--- src/rtl/moving_sum_len_ctrl_pkg.sv ---
// Shared state encodings and helpers for the moving-sum length sequencer.
// Imported by the sequencer top and its in-flight counter.
package moving_sum_len_ctrl_pkg;

   localparam logic [1:0] ST_RUN    = 2'd0;
   localparam logic [1:0] ST_FLUSH  = 2'd1;
   localparam logic [1:0] ST_CLEAR  = 2'd2;
   localparam logic [1:0] ST_WARMUP = 2'd3;

   localparam int SR_LEN_DEF = 8;

   // The whole 32-bit word is clamped, so oversize writes saturate to max.
   function automatic logic [31:0] clamp_len(
      input logic [31:0] d,
      input int unsigned lg2
   );
      logic [31:0] w_max;
      w_max = 32'd1 << lg2;
      if (d == 32'd0)
         return 32'd1;
      if (d > w_max)
         return w_max;
      return d;
   endfunction

endpackage

--- src/rtl/inflight_counter.sv ---
// Up/down count of beats held inside moving_sum.
// Reports saturation and emptiness.
module inflight_counter #(
   parameter int W = 4
) (
   input  logic clk,
   input  logic reset_n,
   input  logic i_inc,
   input  logic i_dec,
   output logic o_full,
   output logic o_zero
);

   logic [W-1:0] r_cnt;

   always_ff @(posedge clk or negedge reset_n) begin
      if (!reset_n) begin
         r_cnt <= '0;
      end else if (i_inc && !i_dec) begin
         r_cnt <= r_cnt + 1'b1;
      end else if (i_dec && !i_inc) begin
         r_cnt <= r_cnt - 1'b1;
      end
   end

   assign o_full = &r_cnt;
   assign o_zero = (r_cnt == '0);

endmodule

--- src/rtl/moving_sum_len_ctrl.sv ---
// Wraps one moving_sum: applies length changes at packet boundaries,
// drains and clears it, then hides the partial-window warmup sums.
module moving_sum_len_ctrl
   import moving_sum_len_ctrl_pkg::*;
#(
   parameter int WIDTH        = 16,
   parameter int MAX_LEN_LOG2 = 10,
   parameter int DEFAULT_LEN  = 1,
   parameter int SR_LEN       = SR_LEN_DEF,
   parameter int INFL_LOG2    = 4,
   localparam int OW = WIDTH + MAX_LEN_LOG2,
   localparam int LW = MAX_LEN_LOG2 + 1
) (
   input  logic             clk,
   input  logic             reset_n,
   input  logic             set_stb,
   input  logic [7:0]       set_addr,
   input  logic [31:0]      set_data,
   input  logic [WIDTH-1:0] s_tdata,
   input  logic             s_tlast,
   input  logic             s_tvalid,
   output logic             s_tready,
   output logic [WIDTH-1:0] ms_i_tdata,
   output logic             ms_i_tlast,
   output logic             ms_i_tvalid,
   input  logic             ms_i_tready,
   output logic             ms_clear,
   output logic [LW-1:0]    ms_len,
   input  logic [OW-1:0]    ms_o_tdata,
   input  logic             ms_o_tlast,
   input  logic             ms_o_tvalid,
   output logic             ms_o_tready,
   output logic [OW-1:0]    m_tdata,
   output logic             m_tlast,
   output logic             m_tvalid,
   input  logic             m_tready,
   output logic             busy
);

   logic [1:0]    r_state;
   logic [LW-1:0] r_len;
   logic [LW-1:0] r_pend_len;
   logic          r_pend;
   logic          r_in_pkt;
   logic [LW-1:0] r_warm;

   logic          w_wr;
   logic [LW-1:0] w_wr_len;
   logic [LW-1:0] w_next_len;
   logic          w_in_en;
   logic          w_out_pass;
   logic          w_inc;
   logic          w_dec;
   logic          w_full;
   logic          w_zero;

   assign w_wr       = set_stb && (set_addr == 8'(SR_LEN));
   assign w_wr_len   = LW'(clamp_len(set_data, MAX_LEN_LOG2));
   assign w_next_len = r_pend ? r_pend_len : r_len;

   // A pending length closes the input as soon as no packet is open.
   assign w_in_en = !w_full &&
      ((r_state == ST_RUN && !(r_pend && !r_in_pkt)) ||
       (r_state == ST_WARMUP));
   assign w_out_pass = (r_state == ST_RUN) || (r_state == ST_FLUSH);

   assign ms_i_tdata  = s_tdata;
   assign ms_i_tlast  = s_tlast;
   assign ms_i_tvalid = w_in_en && s_tvalid;
   assign s_tready    = w_in_en && ms_i_tready;

   assign m_tdata     = ms_o_tdata;
   assign m_tlast     = ms_o_tlast;
   assign m_tvalid    = w_out_pass && ms_o_tvalid;
   assign ms_o_tready = w_out_pass ? m_tready : (r_state == ST_WARMUP);

   assign ms_clear = (r_state == ST_CLEAR);
   assign ms_len   = r_len;
   assign busy     = (r_state != ST_RUN) || r_pend;

   assign w_inc = ms_i_tvalid && ms_i_tready;
   assign w_dec = ms_o_tvalid && ms_o_tready;

   inflight_counter #(
      .W (INFL_LOG2)
   ) u_infl (
      .clk     (clk),
      .reset_n (reset_n),
      .i_inc   (w_inc),
      .i_dec   (w_dec),
      .o_full  (w_full),
      .o_zero  (w_zero)
   );

   always_ff @(posedge clk or negedge reset_n) begin
      if (!reset_n) begin
         r_state    <= ST_CLEAR;
         r_len      <= LW'(DEFAULT_LEN);
         r_pend_len <= LW'(1);
         r_pend     <= 1'b0;
         r_in_pkt   <= 1'b0;
         r_warm     <= '0;
      end else begin
         if (w_inc)
            r_in_pkt <= !s_tlast;
         case (r_state)
            ST_RUN: begin
               if (r_pend && !r_in_pkt)
                  r_state <= ST_FLUSH;
            end
            ST_FLUSH: begin
               if (w_zero)
                  r_state <= ST_CLEAR;
            end
            ST_CLEAR: begin
               r_len   <= w_next_len;
               r_warm  <= w_next_len - LW'(1);
               r_pend  <= 1'b0;
               r_state <= (w_next_len > LW'(1)) ? ST_WARMUP : ST_RUN;
            end
            ST_WARMUP: begin
               if (w_dec) begin
                  r_warm <= r_warm - LW'(1);
                  if (r_warm == LW'(1))
                     r_state <= ST_RUN;
               end
            end
         endcase
         // A write in the clear cycle must survive the pend reset above.
         if (w_wr) begin
            r_pend     <= 1'b1;
            r_pend_len <= w_wr_len;
         end
      end
   end

endmodule

--- config.mk ---
export PLATFORM = sky130hd
export DESIGN_NAME = moving_sum_len_ctrl
export DESIGN_NICKNAME = d
export VERILOG_FILES = /design/src/rtl/moving_sum_len_ctrl_pkg.sv /design/src/rtl/inflight_counter.sv /design/src/rtl/moving_sum_len_ctrl.sv
export SDC_FILE = /design/constraint.sdc
export NUM_CORES = 1
export LEC_CHECK = 0
export ABC_AREA = 1
export CAP_MARGIN = 40
export CORE_MARGIN = 2
export CORE_UTILIZATION = 45
export CTS_CLUSTER_SIZE = 25
export DETAILED_ROUTE_END_ITERATION = 8
export PLACE_DENSITY = 0.86
export SLEW_MARGIN = 20
export SYNTH_ARGS = -nofsm -noshare
export SYNTH_HDL_FRONTEND = slang
export SYNTH_HIERARCHICAL = 1
export SYNTH_SLANG_ARGS = --single-unit
--- constraint.sdc ---
create_clock -name clk -period 4.7 [get_ports clk]
set_clock_uncertainty 0.2 [all_clocks]
set_input_delay 0.705 -clock clk [delete_from_list [all_inputs] [get_ports clk]]
set_output_delay 0.705 -clock clk [all_outputs]
set_load 0.005 [all_outputs]
==> reports/results.ini <==
[clocking]
clock_sinks = 41
cts_tree = yes
clk_pin_slew_ns = 0.09
cts_setup_buffers = 0
cts_root_buf = clkbuf_8
cts_hold_buf = 0
cts.htree.levels = 2
clock_latency_ns = 0.30
cts_buffers = 5
cts_resized = 0
clock_tree.buffer_depth = 2

[worst_setup_path]
critPathMaxStageDelay_ns = 0.61
crit_chain = nand2_1 -> inv_1 -> clkdlybuf4s50_1
cp.arrival_ns = 2.21
critical_path_class = reg -> out
worstSetupStartpointType = flip-flop
worstPathRequired_ns = 3.80
critPathMaxFanout = 26
crit_slowest_cell = dfstp_2
setup.worst_path.end_class = primary output

[timing]
tightestPinTransition_ns = 0.771
max_slew_margin_pct = 48.5
rsz0062_at_grt = no
fin_crit_sh_pct = 66.3
setup_tns_ns = 0
fmax_mhz = 321
drv_slew = 0
setup_viol = 0
final.min_clock_period_ns = 3.12
hold_viol_final = 0
fin_hold_ws_ns = 0.203

[grt]
grt_remaining_overflow = 0
grt_pass1_wl_microns = 12600
antenna_found_initial = 0
grt_pass1_vias = 2883
grt_max_degree = 27
grtUsageTotal_pct = 20.2

[synthesis]
yosysSeqAreaShare_pct = 31.8
syn_area_sq_um = 3240
synthTopCellsByCount = nand2_1, nor2_1, inv_1
synth_area_leaders = dfrtp_1, nand2_1, buf_4
synth.top_cell.area_share_pct = 29.3
syn_avg_cell_area_sq_um = 6.91
ys_ff_latch = 41
yosys.cell_types.count = 40
netlist_instances = 469
synth-edff-count = 0
synth_nets = 568
synth_most_common_cell = nand2_1
ys.flop_type = dfrtp_1
yosys_warnings = 6
synthArstFlopShare_pct = 100
synth_largest_area_cell = dfrtp_1

[drt]
vias = 2989
drtAntennaViolNets = 0
drt_first_iter_violations = 226
viasPerCell = 5.10
first_pass_iters = 5
wl_per_cell_microns = 12.6
wirelength_microns = 7410
drc_errors = 0

[placement]
gp_congestion = 0.912
dp_hpwl_microns = 5860
port_buffers = 65
dp_cells = 578

[die]
die_x_microns = 88.9
die_h_microns = 88.9
core-area_sq_um = 6870
die_area_sq_um = 7900
num_rows = 30
io_pins = 152
start_util_pct = 47.2

[status]
status = complete, no violations

[final_layout]
layout-drive-gt1-share_pct = 8.37
fillers = 630
nets = 588
fin_cells = 586
area_growth_pct = 16.1
antenna_cells = 0

[job]
cap_violations = 0

[power_and_ir_drop]
p_total_mw = 1.72
leakage_nw = 1.80
p_per_area_nw_per_um2 = 456
ir_drop_v = 0.000341

[min_path]
hold_path.class = in -> async

per-stage QoR:
stage	utilization (%)	cell area (sq um)	setup slack, ns
3_3_place_gp	52.5	3610	1.88
5_1_grt	54.8	3760	1.42
2_1_floorplan	-	3240	2.24
6_report	54.8	3760	1.58
3_5_place_dp	53.0	3640	1.78
4_1_cts	54.8	3760	1.54
final cells by class:
type / count / area (sq um) / share of cell area [%]
inverters: 59 / 221 / 5.88
well taps: 96 / 120 / 3.19
clock inverters: 2 / 37.5 / 0.997
repair buffers: 67 / 681 / 18.1
multi-input cells: 315 / 1590 / 42.3
flip-flops and latches: 41 / 1030 / 27.4
clock buffers: 6 / 82.6 / 2.19
power breakdown:
| group | switching, mW | internal, mW | total, mW |
|---|---|---|---|
| Sequential | 0.119 | 0.468 | 0.588 |
| Combinational | 0.474 | 0.353 | 0.827 |
| Clock | 0.130 | 0.173 | 0.303 |
| Total | 0.723 | 0.994 | 1.72 |
cells in the final DEF (no fill, tap or decap), drive strengths merged, types with 2 or more instances in the layout:
cell type,synthesis,routed
clkdlybuf4s50,0,64
xor2,4,4
nand3,25,25
dfrtp,38,38
dfstp,3,3
o21ai,37,37
buf,50,3
inv,59,59
xnor2,3,3
nor2,69,69
nand4,13,13
ha,7,7
clkbuf,4,6
nand3b,2,2
nor3,2,2
o211ai,2,2
a21boi,2,2
a21oi,13,13
nand2,127,127
kinds of logic after synthesis:
| family | Yosys count | synth area share [%] |
|---|---|---|
| and+or+nand+nor | 241 | 33.4 |
| AOI/OAI and AO/OA | 59 | 10.5 |
| DFF | 41 | 31.8 |
| buffers and inverters | 113 | 19.1 |
| xor gates and xnor gates | 7 | 1.89 |
| adders and majority gates | 8 | 3.32 |
critical path, delay by kind of cell, from the launching register on:
family	cells	cell delay, ns
DFF	1	0.61
and+or+nand+nor	1	0.48
buffers and inverters	2	0.82
state kept, by name, indices dropped and copies added (netlist names):
name,count
ms_len,11
r_in_pkt,1
r_pend,1
r_pend_len,11
r_state,2
r_warm,11
u_infl/r_cnt,4
path summary, 6_finish.rpt:
path,cells past startpoint,endpoint,slack [ns],from
worst max-delay path,3,ms_clear,1.58,r_state[1]
worst min-delay path,1,r_pend_len[3],0.20,reset_n
worst max register to register,15,u_infl/r_cnt[3],1.77,r_pend
worst min register to register,2,ms_len[0],0.30,ms_len[0]
max in group asynchronous,2,r_warm[1],3.58,reset_n
min in group clk,2,ms_len[0],0.30,ms_len[0]
routing by layer:
layer / GRT usage, % / part of all wire, %
met2: 33.7 / 47
met1: 25.6 / 43
met3: 3.17 / 6.4
met5: 0 / 0
met4: 9.37 / 3.2
(Power assumes the default switching activity.)
